===== src/rtl/vigenere_stream_decryptor.sv =====
// Receive-side Vigenere decryptor with valid/ready on both sides and one output register stage.
// The key position advances only on letters. Case is preserved and non-letters pass through.
// Ports:
//   clock, resetN   rising-edge clock, asynchronous active-low reset
//   keyInput        key string; char 0 in the top byte
//   keyLength       key chars in use (0 or >KEY_CHARS selects KEY_CHARS)
//   load            key-load strobe; flushes any pending output
//   inValid/inReady/chipherChar       ciphertext input handshake (inReady is combinational)
//   outValid/outReady/decryptedChar   plaintext output handshake (registered)
//   keyIndex        key position applied to the next letter
//   keyError        last load held a used key char outside 'A'..'Z'
module vigenere_stream_decryptor #(
  parameter int unsigned KEY_CHARS = 10,
  parameter int unsigned LEN_W     = 4
) (
  input  logic                   clock,
  input  logic                   resetN,
  input  logic [8*KEY_CHARS-1:0] keyInput,
  input  logic [LEN_W-1:0]       keyLength,
  input  logic                   load,
  input  logic                   inValid,
  output logic                   inReady,
  input  logic [7:0]             chipherChar,
  output logic                   outValid,
  input  logic                   outReady,
  output logic [7:0]             decryptedChar,
  output logic [LEN_W-1:0]       keyIndex,
  output logic                   keyError
);

  localparam int unsigned SHIFT_W = 5;
  localparam int unsigned SUM_W   = 6;

  typedef enum logic {IDLE, RUN} stateT;

  stateT state;
  stateT stateNext;

  logic [SHIFT_W-1:0] keyShift [KEY_CHARS];
  logic [LEN_W-1:0]   keyLen;

  logic [LEN_W-1:0]   effLen;
  logic [SHIFT_W-1:0] loadShift [KEY_CHARS];
  logic               loadBad;

  logic [SHIFT_W-1:0] curShift;
  logic               isUp;
  logic               isLow;
  logic [SHIFT_W-1:0] letterOff;
  logic [SUM_W-1:0]   shiftSum;
  logic [SUM_W-1:0]   shiftMod;
  logic [7:0]         decoded;
  logic [LEN_W-1:0]   keyIndexInc;
  logic               transfer;

  function automatic logic isUpper(input logic [7:0] b);
    return (b >= 8'd65) && (b <= 8'd90);
  endfunction

  function automatic logic isLower(input logic [7:0] b);
    return (b >= 8'd97) && (b <= 8'd122);
  endfunction

  // State register
  always_ff @(posedge clock or negedge resetN) begin
    if (!resetN) begin
      state <= IDLE;
    end else begin
      state <= stateNext;
    end
  end

  // Next state and input-side ready
  always_comb begin
    stateNext = state;
    inReady   = 1'b0;
    case (state)
      IDLE: begin
        if (load) stateNext = RUN;
      end
      RUN: begin
        stateNext = RUN;
        inReady   = ~load & (~outValid | outReady);
      end
      default: stateNext = IDLE;
    endcase
  end

  assign transfer = inValid & inReady;

  // Key decode for a load: effective length, per-char shift, bad-char detection over used chars
  always_comb begin
    effLen  = ((keyLength == '0) || (keyLength > LEN_W'(KEY_CHARS))) ? LEN_W'(KEY_CHARS) : keyLength;
    loadBad = 1'b0;
    for (int unsigned i = 0; i < KEY_CHARS; i++) begin
      loadShift[i] = isUpper(keyInput[8*(KEY_CHARS-1-i) +: 8])
                     ? SHIFT_W'(keyInput[8*(KEY_CHARS-1-i) +: 8] - 8'd65)
                     : '0;
      if (!isUpper(keyInput[8*(KEY_CHARS-1-i) +: 8]) && (LEN_W'(i) < effLen)) begin
        loadBad = 1'b1;
      end
    end
  end

  // Select the shift for the current key position
  always_comb begin
    curShift = '0;
    for (int unsigned i = 0; i < KEY_CHARS; i++) begin
      if (keyIndex == LEN_W'(i)) curShift = keyShift[i];
    end
  end

  // Letter decode: offset + 26 - shift lies in 1..51, so one conditional subtract gives the mod
  always_comb begin
    isUp      = isUpper(chipherChar);
    isLow     = isLower(chipherChar);
    letterOff = isUp ? SHIFT_W'(chipherChar - 8'd65) : SHIFT_W'(chipherChar - 8'd97);
    shiftSum  = SUM_W'(letterOff) + SUM_W'(26) - SUM_W'(curShift);
    shiftMod  = (shiftSum >= SUM_W'(26)) ? (shiftSum - SUM_W'(26)) : shiftSum;
    if (isUp) begin
      decoded = 8'd65 + 8'(shiftMod);
    end else if (isLow) begin
      decoded = 8'd97 + 8'(shiftMod);
    end else begin
      decoded = chipherChar;
    end
    keyIndexInc = (keyIndex == (keyLen - LEN_W'(1))) ? '0 : (keyIndex + LEN_W'(1));
  end

  // Key storage, output register and key position
  always_ff @(posedge clock or negedge resetN) begin
    if (!resetN) begin
      for (int unsigned i = 0; i < KEY_CHARS; i++) keyShift[i] <= '0;
      keyLen        <= '0;
      keyIndex      <= '0;
      keyError      <= 1'b0;
      outValid      <= 1'b0;
      decryptedChar <= 8'h00;
    end else if (load) begin
      for (int unsigned i = 0; i < KEY_CHARS; i++) keyShift[i] <= loadShift[i];
      keyLen   <= effLen;
      keyIndex <= '0;
      keyError <= loadBad;
      outValid <= 1'b0;
    end else if (transfer) begin
      decryptedChar <= decoded;
      outValid      <= 1'b1;
      if (isUp || isLow) keyIndex <= keyIndexInc;
    end else if (outReady) begin
      outValid <= 1'b0;
    end
  end

endmodule


===== config.mk =====
export PLATFORM = sky130hd
export DESIGN_NAME = vigenere_stream_decryptor
export DESIGN_NICKNAME = d
export VERILOG_FILES = /design/src/rtl/vigenere_stream_decryptor.sv
export SDC_FILE = /design/constraint.sdc
export NUM_CORES = 1
export LEC_CHECK = 0
export CORE_UTILIZATION = 65
export CTS_BUF_LIST = sky130_fd_sc_hd__clkbuf_2 sky130_fd_sc_hd__clkbuf_4 sky130_fd_sc_hd__clkbuf_8
export DETAILED_ROUTE_END_ITERATION = 12
export DONT_BUFFER_PORTS = 1
export MAX_ROUTING_LAYER = met4
export PLACE_DENSITY = 0.87
export SKIP_LAST_GASP = 1
export SLEW_MARGIN = 20
export SYNTH_ARGS = -nofsm -noshare
export SYNTH_HDL_FRONTEND = slang
export SYNTH_SLANG_ARGS = --single-unit

===== constraint.sdc =====
create_clock -name clock -period 6 [get_ports clock]
set_input_delay 1.2 -clock clock [delete_from_list [all_inputs] [get_ports clock]]
set_output_delay 1.2 -clock clock [all_outputs]
set_load 0.05 [all_outputs]

==> key figures <==
Run status
  • Outcome: finished clean

Finish
  • Fraction of layout cells with a size suffix above 1: 7.79%
  • Most common cell after layout, fill and taps aside: inv_1
  • Antenna fix cells: 0
  • # fillers: between 600 and 700
  • Area grow syn2layout: 5.15%
  • Nets: 771
  • Commonest non-fill, non-tap cells in the layout: inv_1, dfrtp_1, nand2_1, ha_1, o22ai_1

Clock tree
  • CTS tree: done
  • CTS buffer count: 9
  • Cts hold-fix bufs: 0
  • Cts repair resizes: 0
  • CTS H-tree depth: 3
  • CTS Root Cell: clkbuf_8
  • Reg clk slew, reported paths: 80 ps
  • Latest clock arrival within the worst-skew pair: between 300 and 400 ps
  • Post CTS Setup Buffer Count: 0
  • Maximum buffer depth of the clock tree: 2
  • CTS sink cnt: 69

Setup path
  • Worst EP arrival: between 5000 and 6000 ps
  • Crit path launch type: flop
  • Data required time of the worst path: roughly 6300 ps
  • Endpoint type of the worst setup path: flop
  • Crit-path max FO: 12
  • Crit path kind: flop to flop

STA
  • Final hold vios: 0
  • Fin crit period: 5600 ps
  • Slew Viols, Final: 0
  • Slew Limit Headroom: between 50% and 60%
  • Clock Skew: 5.82 ps
  • Setup TNS Final: 0 ps
  • Final Setup Violations: 0
  • Worst slew pin tran: 667 ps
  • RSZ-0062 raised after global routing: no
  • Fmax: between 0.15 and 0.2 GHz
  • WHS: about 530 ps
  • Crit share post-route: between 90 and 100%

Power and ir drop
  • Leak: ~0.0025 µW
  • Power Internal: around 840 µW
  • Cell Pwr Density: ~230 nW/µm²
  • Max VDD drop: 124 µV
  • Power share of the combinational group: between 30 and 40%
  • Clk pwr share: 27.3%
  • Switching Fraction: a little under two fifths
  • Switch Pwr: 489 µW
  • Seq pwr share: 42.4%

Global route
  • Vias in the first global route: about 4500
  • Remaining Overflow, GRT: 0
  • Initial antenna violation count: 0
  • GRT Resource Usage Total: 31.2%
  • First-pass GRT wire length: between 20 and 25 mm
  • Largest net degree at the start of global routing: 80

Detailed routing
  • Drt pass-1 iters: 5
  • Starting DRT DRC Count: ~240
  • Post-DRT Antenna Nets: 0
  • Routed vias/inst: approximately 6.3
  • WL final: 13.0 mm
  • WL/cell: 17.7 µm
  • Detailed-route DRC error count: 0
  • Via count: ~4700

Synthesis
  • Post-synth EDFFs: 0
  • Post-synthesis net count: roughly 780
  • Mapped Area: between 5000 and 6000 µm²
  • Mean Syn Cell Area: 8.65 µm²
  • Synth Register Bits: a little under 70
  • Dominant synthesized flop cell: dfrtp_1
  • Register area share after synthesis: between 30% and 40%
  • Ys async rst share: 100%
  • Synth warn: 0
  • Syn Inst Count: around 630
  • Post-synth cell types: 67

Placed design
  • Post-DP HPWL: roughly 10 mm
  • Number of I/O port buffers: 0
  • Placer's final routability congestion estimate: 0.991

Die
  • Core footprint: around 8200 µm²
  • Die Span X: between 90 and 100 µm
  • Die area: approximately 8700 µm²
  • Std-Cell Rows: 33
  • Initial Utilization: ~67%
  • # IOs: about 110
  • Die height: approximately 93 µm

Job
  • Max Cap Viol: 0

Hold path
  • HP Class: flop to flop
-- state kept, by name, summed over array words and instances (netlist names) --
signal	flops
decryptedChar	8
keyError	1
keyIndex	4
keyLen	4
keyShift	50
outValid	1
state	1
-- layout make-up --
cell class / instances / area (µm²) / area share, %
multi-input cells: 453 / 3310 / 57.9
flip-flops and latches: 69 / 1730 / 30.2
inverters: 85 / 319 / 5.58
clock buffers: 12 / 159 / 2.78
well taps: 105 / 131 / 2.30
repair buffers: 6 / 45.0 / 0.787
clock inverters: 4 / 30.0 / 0.525
-- power groups by stage --
stage	Clock (µW)	Combinational [µW]	Sequential, µW
after CTS	362	403	565
after global routing	391	442	569
after detailed placement	0	400	574
final	363	404	565
after global placement	0	387	572
after floorplan	0	328	572
-- critical path, cell delays in order (launching register included) --
cell and delay [ps]:
dfrtp_1 480, inv_1 110, ha_1 400, nor2b_1 260, a221oi_1 280, a21oi_1 80, mux4_2 480, a22oi_1 160
o21ai_0 110, ha_1 280, inv_1 40, ha_1 220, fa_1 470, xor2_2 360, o21ai_2 150, o32ai_4 380
xnor2_1 170, ha_1 210, nor3b_2 290, nand3b_1 110, a21o_2 220, a31o_2 230
-- per-layer routing --
metal / global-route usage, % / part of all wire [%] / up-vias
met1: 36.4 / 41 / 2215
met5: - / 0 / -
met4: 11.8 / 2.4 / 0
met2: 53.3 / 50 / 186
met3: 6.18 / 7.2 / 28
li1: - / - / 2227
-- final timing paths --
path / slack [ps] / cells past startpoint / to / start
setup reg to reg: 400 / 21 / decryptedChar[4] / keyIndex[1]
setup / recovery: 400 / 21 / decryptedChar[4] / keyIndex[1]
min in group asynchronous: 540 / 0 / keyShift[18] / resetN
hold / removal: 530 / 1 / keyShift[6] / keyShift[6]
hold reg to reg: 530 / 1 / keyShift[6] / keyShift[6]
max in group asynchronous: 5350 / 0 / keyShift[8] / resetN
-- stage by stage --
stage / area (µm²) / total power, µW / std cells / util [%] / setup WS [ps]
2_1_floorplan: 5440 / 900 / 629 / - / 602
3_3_place_gp: 5530 / 959 / 718 / 67.7 / 643
3_5_place_dp: 5530 / 974 / 718 / 67.7 / 475
4_1_cts: 5720 / 1330 / 734 / 70.0 / 447
5_1_grt: 5720 / 1400 / 734 / 70.0 / 8.35
6_report: 5720 / 1330 / 734 / 70.0 / 401
-- synth_stat cells, types with 17 or more instances --
cell type,number,area [µm²]
a21oi_1,25,125
clkbuf_1,19,71.3
dfrtp_1,69,1730
ha_1,49,613
inv_1,85,319
nand2_1,49,184
nor2_1,36,135
nor3_1,21,105
o21ai_0,17,85.1
o22ai_1,44,275
xnor2_1,26,228
xor2_1,19,166
-- kinds of logic after synthesis --
kind of cell    synth area share [%]
fa+ha+maj                       11.6
flops                           31.7
buf+inv                         7.43
mux                             4.07
compound gates                  21.0
xor+xnor                        7.54
simple gates                    16.6
Power figures use the tool's default switching activity.
